==> src/rtl/error_tracker_if.sv <==
// error_tracker_if: frame input and capture read-out bundle for error_tracker
interface error_tracker_if #(
    parameter int WIDTH          = 16,
    parameter int ERROR_BITWIDTH = 8,
    parameter int TS_BITWIDTH    = 16,
    parameter int FIFO_DEPTH     = 8
);
    logic [WIDTH-1:0][ERROR_BITWIDTH-1:0] i_est_errors;
    logic [WIDTH-1:0]                     i_sliced_bits;
    logic [WIDTH-1:0][1:0]                i_sd_flags;
    logic [ERROR_BITWIDTH-1:0]            i_err_thresh;
    logic [1:0]                           i_trig_mode;
    logic [3:0]                           i_post_frames;
    logic                                 i_arm;
    logic                                 i_rd_en;
    logic                                 o_rd_valid;
    logic [WIDTH-1:0][ERROR_BITWIDTH-1:0] o_rd_errors;
    logic [WIDTH-1:0]                     o_rd_bits;
    logic [WIDTH-1:0][1:0]                o_rd_flags;
    logic [TS_BITWIDTH-1:0]               o_rd_timestamp;
    logic                                 o_rd_trigger;
    logic [$clog2(FIFO_DEPTH):0]          o_count;
    logic                                 o_full;
    logic                                 o_overflow;
    logic [1:0]                           o_state;

    modport master (
        output i_est_errors, i_sliced_bits, i_sd_flags, i_err_thresh, i_trig_mode,
               i_post_frames, i_arm, i_rd_en,
        input  o_rd_valid, o_rd_errors, o_rd_bits, o_rd_flags, o_rd_timestamp,
               o_rd_trigger, o_count, o_full, o_overflow, o_state
    );

    modport slave (
        input  i_est_errors, i_sliced_bits, i_sd_flags, i_err_thresh, i_trig_mode,
               i_post_frames, i_arm, i_rd_en,
        output o_rd_valid, o_rd_errors, o_rd_bits, o_rd_flags, o_rd_timestamp,
               o_rd_trigger, o_count, o_full, o_overflow, o_state
    );
endinterface

==> src/rtl/error_tracker.sv <==
// error_tracker: triggered capture of datapath frames into a FWFT FIFO; ERR_TRACK_CONT_EN re-arms after each capture
module error_tracker #(
    parameter int WIDTH          = 16,
    parameter int ERROR_BITWIDTH = 8,
    parameter int TS_BITWIDTH    = 16,
    parameter int FIFO_DEPTH     = 8
) (
    input logic            clk,
    input logic            rst,
    error_tracker_if.slave bus
);
    localparam int AW = $clog2(FIFO_DEPTH);
    localparam int CW = AW + 1;
    localparam int EB = ERROR_BITWIDTH;

    localparam logic [1:0] S_IDLE  = 2'd0;
    localparam logic [1:0] S_ARMED = 2'd1;
    localparam logic [1:0] S_POST  = 2'd2;
`ifdef ERR_TRACK_CONT_EN
    localparam logic [1:0] S_DONE  = S_ARMED;
`else
    localparam logic [1:0] S_DONE  = S_IDLE;
`endif

    logic [WIDTH-1:0][EB-1:0]   r_err;
    logic [WIDTH-1:0]           r_bits;
    logic [WIDTH-1:0][1:0]      r_flags;
    logic [EB-1:0]              r_thresh;
    logic [1:0]                 r_mode;
    logic [TS_BITWIDTH-1:0]     r_ts;
    logic [TS_BITWIDTH-1:0]     r_fts;
    logic [1:0]                 r_state;
    logic [1:0]                 w_state_nx;
    logic [3:0]                 r_post;
    logic [EB:0]                w_mag;
    logic                       w_err_hit;
    logic                       w_trig;
    logic                       w_wr;
    logic                       w_wr_trig;

    logic [WIDTH-1:0][EB-1:0]   r_mem_err   [FIFO_DEPTH];
    logic [WIDTH-1:0]           r_mem_bits  [FIFO_DEPTH];
    logic [WIDTH-1:0][1:0]      r_mem_flags [FIFO_DEPTH];
    logic [TS_BITWIDTH-1:0]     r_mem_ts    [FIFO_DEPTH];
    logic                       r_mem_trig  [FIFO_DEPTH];
    logic [AW-1:0]              r_wp;
    logic [AW-1:0]              r_rp;
    logic [CW-1:0]              r_cnt;
    logic                       r_ovf;
    logic                       w_valid;
    logic                       w_full;
    logic                       w_pop;
    logic                       w_push;

    // register each frame with the timestamp current at its capture edge and its trigger settings
    always_ff @(posedge clk) begin
        if (rst) begin
            r_err    <= '0;
            r_bits   <= '0;
            r_flags  <= '0;
            r_thresh <= '0;
            r_mode   <= '0;
            r_fts    <= '0;
            r_ts     <= '0;
        end else begin
            r_err    <= bus.i_est_errors;
            r_bits   <= bus.i_sliced_bits;
            r_flags  <= bus.i_sd_flags;
            r_thresh <= bus.i_err_thresh;
            r_mode   <= bus.i_trig_mode;
            r_fts    <= r_ts;
            r_ts     <= r_ts + 1'b1;
        end
    end

    // any lane magnitude strictly above threshold; one extra bit keeps the most negative value exact
    always_comb begin
        w_err_hit = 1'b0;
        w_mag     = '0;
        for (int l = 0; l < WIDTH; l++) begin
            w_mag     = r_err[l][EB-1] ? -{1'b1, r_err[l]} : {1'b0, r_err[l]};
            w_err_hit = w_err_hit | (w_mag > {1'b0, r_thresh});
        end
        w_trig = (r_mode[0] & (|r_flags)) | (r_mode[1] & w_err_hit);
    end

    // state register
    always_ff @(posedge clk) begin
        r_state <= rst ? S_IDLE : w_state_nx;
    end

    // next-state decode
    always_comb begin
        w_state_nx = r_state;
        case (r_state)
            S_IDLE:  w_state_nx = bus.i_arm ? S_ARMED : S_IDLE;
            S_ARMED: w_state_nx = !w_trig ? S_ARMED : (bus.i_post_frames == 4'd0) ? S_DONE : S_POST;
            S_POST:  w_state_nx = (r_post == 4'd1) ? S_DONE : S_POST;
            default: w_state_nx = S_IDLE;
        endcase
    end

    // capture write strobes
    always_comb begin
        w_wr      = (r_state == S_ARMED && w_trig) || r_state == S_POST;
        w_wr_trig = r_state == S_ARMED;
    end

    // post-trigger frame counter, loaded at trigger and counted down on every post write
    always_ff @(posedge clk) begin
        if (rst)
            r_post <= '0;
        else if (r_state == S_ARMED && w_trig)
            r_post <= bus.i_post_frames;
        else if (r_state == S_POST)
            r_post <= r_post - 1'b1;
    end

    assign w_valid = r_cnt != '0;
    assign w_full  = r_cnt == CW'(FIFO_DEPTH);
    assign w_pop   = bus.i_rd_en && w_valid;
    assign w_push  = w_wr && (!w_full || w_pop);

    // storage array; outputs are gated so it needs no reset
    always_ff @(posedge clk) begin
        if (w_push) begin
            r_mem_err[r_wp]   <= r_err;
            r_mem_bits[r_wp]  <= r_bits;
            r_mem_flags[r_wp] <= r_flags;
            r_mem_ts[r_wp]    <= r_fts;
            r_mem_trig[r_wp]  <= w_wr_trig;
        end
    end

    // pointers, occupancy and sticky overflow; a pop on a full FIFO makes room for the same-cycle push
    always_ff @(posedge clk) begin
        if (rst) begin
            r_wp  <= '0;
            r_rp  <= '0;
            r_cnt <= '0;
            r_ovf <= 1'b0;
        end else begin
            if (w_push)
                r_wp <= r_wp + 1'b1;
            if (w_pop)
                r_rp <= r_rp + 1'b1;
            r_cnt <= r_cnt + CW'(w_push) - CW'(w_pop);
            if (w_wr && !w_push)
                r_ovf <= 1'b1;
        end
    end

    assign bus.o_rd_valid     = w_valid;
    assign bus.o_rd_errors    = w_valid ? r_mem_err[r_rp]   : '0;
    assign bus.o_rd_bits      = w_valid ? r_mem_bits[r_rp]  : '0;
    assign bus.o_rd_flags     = w_valid ? r_mem_flags[r_rp] : '0;
    assign bus.o_rd_timestamp = w_valid ? r_mem_ts[r_rp]    : '0;
    assign bus.o_rd_trigger   = w_valid ? r_mem_trig[r_rp]  : 1'b0;
    assign bus.o_count        = r_cnt;
    assign bus.o_full         = w_full;
    assign bus.o_overflow     = r_ovf;
    assign bus.o_state        = r_state;
endmodule

==> src/flat_wrapper.sv <==
// flat-port wrapper written by rule: the top's interface ports become plain ports
module error_tracker_flat 
#(
    parameter int WIDTH          = 16,
    parameter int ERROR_BITWIDTH = 8,
    parameter int TS_BITWIDTH    = 16,
    parameter int FIFO_DEPTH     = 8
)
  (clk, rst, bus_i_est_errors, bus_i_sliced_bits, bus_i_sd_flags, bus_i_err_thresh, bus_i_trig_mode, bus_i_post_frames, bus_i_arm, bus_i_rd_en, bus_o_rd_valid, bus_o_rd_errors, bus_o_rd_bits, bus_o_rd_flags, bus_o_rd_timestamp, bus_o_rd_trigger, bus_o_count, bus_o_full, bus_o_overflow, bus_o_state);
  error_tracker_if #(.WIDTH(WIDTH), .ERROR_BITWIDTH(ERROR_BITWIDTH), .TS_BITWIDTH(TS_BITWIDTH), .FIFO_DEPTH(FIFO_DEPTH)) bus_i ();
  input logic clk;
  input logic rst;
  input wire logic [$bits(bus_i.i_est_errors)-1:0] bus_i_est_errors;
  input wire logic [$bits(bus_i.i_sliced_bits)-1:0] bus_i_sliced_bits;
  input wire logic [$bits(bus_i.i_sd_flags)-1:0] bus_i_sd_flags;
  input wire logic [$bits(bus_i.i_err_thresh)-1:0] bus_i_err_thresh;
  input wire logic [$bits(bus_i.i_trig_mode)-1:0] bus_i_trig_mode;
  input wire logic [$bits(bus_i.i_post_frames)-1:0] bus_i_post_frames;
  input wire logic [$bits(bus_i.i_arm)-1:0] bus_i_arm;
  input wire logic [$bits(bus_i.i_rd_en)-1:0] bus_i_rd_en;
  output wire logic [$bits(bus_i.o_rd_valid)-1:0] bus_o_rd_valid;
  output wire logic [$bits(bus_i.o_rd_errors)-1:0] bus_o_rd_errors;
  output wire logic [$bits(bus_i.o_rd_bits)-1:0] bus_o_rd_bits;
  output wire logic [$bits(bus_i.o_rd_flags)-1:0] bus_o_rd_flags;
  output wire logic [$bits(bus_i.o_rd_timestamp)-1:0] bus_o_rd_timestamp;
  output wire logic [$bits(bus_i.o_rd_trigger)-1:0] bus_o_rd_trigger;
  output wire logic [$bits(bus_i.o_count)-1:0] bus_o_count;
  output wire logic [$bits(bus_i.o_full)-1:0] bus_o_full;
  output wire logic [$bits(bus_i.o_overflow)-1:0] bus_o_overflow;
  output wire logic [$bits(bus_i.o_state)-1:0] bus_o_state;
  assign bus_i.i_est_errors = bus_i_est_errors;
  assign bus_i.i_sliced_bits = bus_i_sliced_bits;
  assign bus_i.i_sd_flags = bus_i_sd_flags;
  assign bus_i.i_err_thresh = bus_i_err_thresh;
  assign bus_i.i_trig_mode = bus_i_trig_mode;
  assign bus_i.i_post_frames = bus_i_post_frames;
  assign bus_i.i_arm = bus_i_arm;
  assign bus_i.i_rd_en = bus_i_rd_en;
  assign bus_o_rd_valid = bus_i.o_rd_valid;
  assign bus_o_rd_errors = bus_i.o_rd_errors;
  assign bus_o_rd_bits = bus_i.o_rd_bits;
  assign bus_o_rd_flags = bus_i.o_rd_flags;
  assign bus_o_rd_timestamp = bus_i.o_rd_timestamp;
  assign bus_o_rd_trigger = bus_i.o_rd_trigger;
  assign bus_o_count = bus_i.o_count;
  assign bus_o_full = bus_i.o_full;
  assign bus_o_overflow = bus_i.o_overflow;
  assign bus_o_state = bus_i.o_state;
  error_tracker #(.WIDTH(WIDTH), .ERROR_BITWIDTH(ERROR_BITWIDTH), .TS_BITWIDTH(TS_BITWIDTH), .FIFO_DEPTH(FIFO_DEPTH)) u_core (.clk(clk), .rst(rst), .bus(bus_i));
endmodule
==> config.mk <==
export PLATFORM = sky130hd
export DESIGN_NAME = error_tracker_flat
export DESIGN_NICKNAME = d
export VERILOG_FILES = /design/src/rtl/error_tracker_if.sv /design/src/rtl/error_tracker.sv /design/src/flat_wrapper.sv
export SDC_FILE = /design/constraint.sdc
export NUM_CORES = 2
export LEC_CHECK = 0
export CAP_MARGIN = 15
export CORE_MARGIN = 2
export CORE_UTILIZATION = 64
export DETAILED_ROUTE_END_ITERATION = 16
export HOLD_SLACK_MARGIN = 0.02
export PLACE_DENSITY = 0.84
export SLEW_MARGIN = 20
export SYNTH_ARGS = -nofsm -noshare
export SYNTH_HDL_FRONTEND = slang
export SYNTH_SLANG_ARGS = --single-unit
==> constraint.sdc <==
create_clock -name clk -period 67.3 [get_ports clk]
set_clock_uncertainty 0.15 [all_clocks]
set_input_delay 10.095 -clock clk [delete_from_list [all_inputs] [get_ports clk]]
set_output_delay 10.095 -clock clk [all_outputs]
set_load 0.05 [all_outputs]
==> results.toml <==
[setup_path]
slowest_stage = "buf_4"
cp-end-kind = "primary output"
rr_endpoint = "u_core.r_mem_err[5][119]"
crit_chain = "buf_12, buf_6, buf_4, mux4_2, mux2i_1, nor2_1, clkdlybuf4s50_1"
critical_path_class = "reg -> out"
worst-path-buf-inv = 4
worstSetupEndpoint = "bus_o_rd_errors[86]"
cp_num_cells = 7
worstPathRequired_ns = 57.06
path_delay_family = "buffers and inverters"
regToRegStartpoint = "u_core.r_err[50]"
slowest_delay_ns = 0.81
startpoint_type = "register"
critPathMaxFanout = 105
arrival_ns = 5.66
rrSetupSlack_ns = 60.39
reg2regPathDepth = 14

[clocking]
clk_pin_slew_worst_paths_ns = 0.06
cts_tree = "done"
htreeDepth = 4
cts_setup_buffers = 0
clock-sinks = 1782
clockBufferDepth = 3
cts_root_buf = "clkbuf_16"
cts.hold.buffers_added = 0
cts_buffers = 169
cts_resized = 0
clk_latency_ns = 0.78

[synth]
synth_flop_cell = "edfxtp_1"
synth-edff-count = 1544
postSynthCellCount = 3731
ys_types = 67
synth-seq-area-share = 0.727
post_synth_instance_area_sq_um = 70300
synth_top_area_cell = "edfxtp_1"
postSynth.asyncResetShare = 0
syn-num-nets = 4081
ys_warn_count = 0
synth_area_leaders = "edfxtp_1, mux4_2, dfxtp_1, mux2i_1, ha_1"
syn_avg_cell_area_sq_um = 18.8
yosysTopAreaCellShare = 0.659
ys_ff_latch = 1782

[sta]
hold_violations = 0
slew_headroom = 0.215
rsz0062_at_grt = "false"
tns_ns = 0
finalCritPeriodShare = 0.236
period_minus_slack_ns = 15.91
timing.hold.ws_ns = 0.319
report.final.slew_viol_count = 0
worst-slew-pin-transition_ns = 1.18
timing.fmax_mhz = 62.9
setup_viol = 0

[floorplan]
std_cell_rows = 121
initial_core_util = 0.646
die_w_um = 335
core_area_sq_um = 109000
io_pins = 396
fp.dieH_um = 335
die_area_sq_um = 113000

[run_status]
status = "finished clean"

[grt]
use_met2 = 0.478
busiest_layer = "met2"
grt_use_met3 = 0.0631
gr-usage-all-layers = 0.292
grt.met1_usage = 0.394
grt_pass1_wl_mm = 241
antenna_found_initial = 5
grt_max_degree = 124
grt_pass1_vias = 38300
grt.overflow.total = 0

[placed_design]
portBuffers = 395
gp_congestion = 0.800
placed_cells = 5431
place_hpwl_mm = 88.1

[routing]
num_vias = 36900
wl_per_cell_um = 28.3
vias_per_cell = 6.42
drt-total-wl_mm = 163
drcViolationCount = 0
ant_nets = 0
drt_first_pass_iters = 6
first_iter_violations = 4276

[pwr]
power.leakage_nw = 26.4
power_density_nw_per_um2 = 38.1
finalPower_mw = 3.10
ir_drop_uv = 53.9

[finish]
n_antenna_cell = 0
nNetsFinal = 4538
instances_no_fill = 5745
drive_above_1_share = 0.162
final_util = 0.748
layout_common_cells = "edfxtp_1, clkdlybuf4s50_1, mux4_2"
layout_commonest_cell = "edfxtp_1"
syn2layout_area_growth_pct = 15.8

[hold_path]
hp-start = "u_core.r_ts[0]"
hp-class = "reg -> reg"

[job]
cap_violations = 0
-- worst register-to-register path: cells and delay by family, from the launching register on --
kind	cells	cell delay [ns]
AOI/OAI and AO/OA	3	0.69
DFF	1	0.46
adders and majority gates	1	0.28
and+or+nand+nor	7	2.88
buffers and inverters	2	1.82
xor gates and xnor gates	1	0.21
-- cells in the mapped netlist, types with 2 or more instances --
| cell | instances |
|---|---|
| o2111ai_1 | 3 |
| inv_1 | 64 |
| and3_2 | 2 |
| nor4bb_1 | 6 |
| nand4_1 | 20 |
| and2_1 | 3 |
| nor4b_1 | 12 |
| buf_1 | 59 |
| nand2_1 | 84 |
| a22oi_1 | 3 |
| nor4_1 | 17 |
| dfxtp_1 | 238 |
| and3_1 | 7 |
| nor2_1 | 229 |
| a21o_1 | 17 |
| xor2_1 | 15 |
| nor2b_1 | 214 |
| nand2b_1 | 30 |
| a21oi_1 | 36 |
| clkbuf_1 | 99 |
| and4b_1 | 3 |
| nor3_1 | 7 |
| o31ai_1 | 13 |
| o21a_1 | 14 |
| xnor2_1 | 83 |
| o21ai_0 | 60 |
| o211ai_1 | 7 |
| o221ai_1 | 2 |
| o41ai_1 | 4 |
| and4_1 | 2 |
| o22ai_1 | 9 |
| edfxtp_1 | 1544 |
| or3_1 | 26 |
| mux4_2 | 386 |
| o311ai_0 | 2 |
| a2111oi_0 | 2 |
| mux2i_1 | 194 |
| a211oi_1 | 4 |
| nand3_1 | 27 |
| ha_1 | 155 |
| a31oi_1 | 3 |
-- cell type report --
cell class,count,area [sq um]
clock inverters,70,704
inverters,64,240
repair buffers,446,4410
clock buffers,244,4790
well taps,1414,1770
fillers,5826,27400
flip-flops and latches,1782,51100
multi-input cells,1725,18400
-- layer usage --
metal,vias to the layer above,share of wire
li1,15700,-
met1,19000,0.38
met2,1976,0.50
met3,298,0.092
met4,8,0.033
met5,-,0.00032
-- state kept, by name (all words and copies together), names as in the netlist, named ones only --
register and flops:
u_core.bus.o_count 4, u_core.bus.o_overflow 1, u_core.bus.o_state 2, u_core.r_bits 16, u_core.r_err 128, u_core.r_flags 32
u_core.r_fts 16, u_core.r_mem_bits 128, u_core.r_mem_err 1024, u_core.r_mem_flags 256, u_core.r_mem_trig 8, u_core.r_mem_ts 128
u_core.r_mode 2, u_core.r_post 4, u_core.r_rp 3, u_core.r_thresh 8, u_core.r_ts 16, u_core.r_wp 3
-- power breakdown --
part | switching [mW] | internal, mW | total, mW
clock | 0.403 | 0.532 | 0.934
combinational | 0.572 | 0.344 | 0.916
sequential | 0.0306 | 1.22 | 1.25
total | 1.01 | 2.10 | 3.10
-- per-stage QoR --
stage / area, sq um / setup WS (ns)
after floorplan: 70300 / 36.90
after global placement: 76000 / 51.77
after detailed placement: 76000 / 51.77
after CTS: 81400 / 50.93
after global routing: 81400 / 50.92
final: 81400 / 51.39
-- how the worst min path moves through the flow --
stage	end	slack [ns]	cells past startpoint
global placement	u_core.r_ts[0]	0.29	1
floorplan	u_core.r_ts[0]	0.27	1
CTS	u_core.r_ts[0]	0.32	1
global route	u_core.r_fts[1]	0.35	1
detailed placement	u_core.r_ts[0]	0.31	1
finish	u_core.r_ts[0]	0.32	1
-- cell families after synthesis --
family,count (synthesis),share of synthesized area
flip-flops,1782,0.727
AND/OR/NAND/NOR,697,0.0518
multiplexers,581,0.151
buffers and inverters,224,0.0121
AO/OA/AOI/OAI,193,0.0176
adder cells (fa/ha/maj),156,0.0279
XOR/XNOR,98,0.0122
Power figures use the tool's default switching activity.
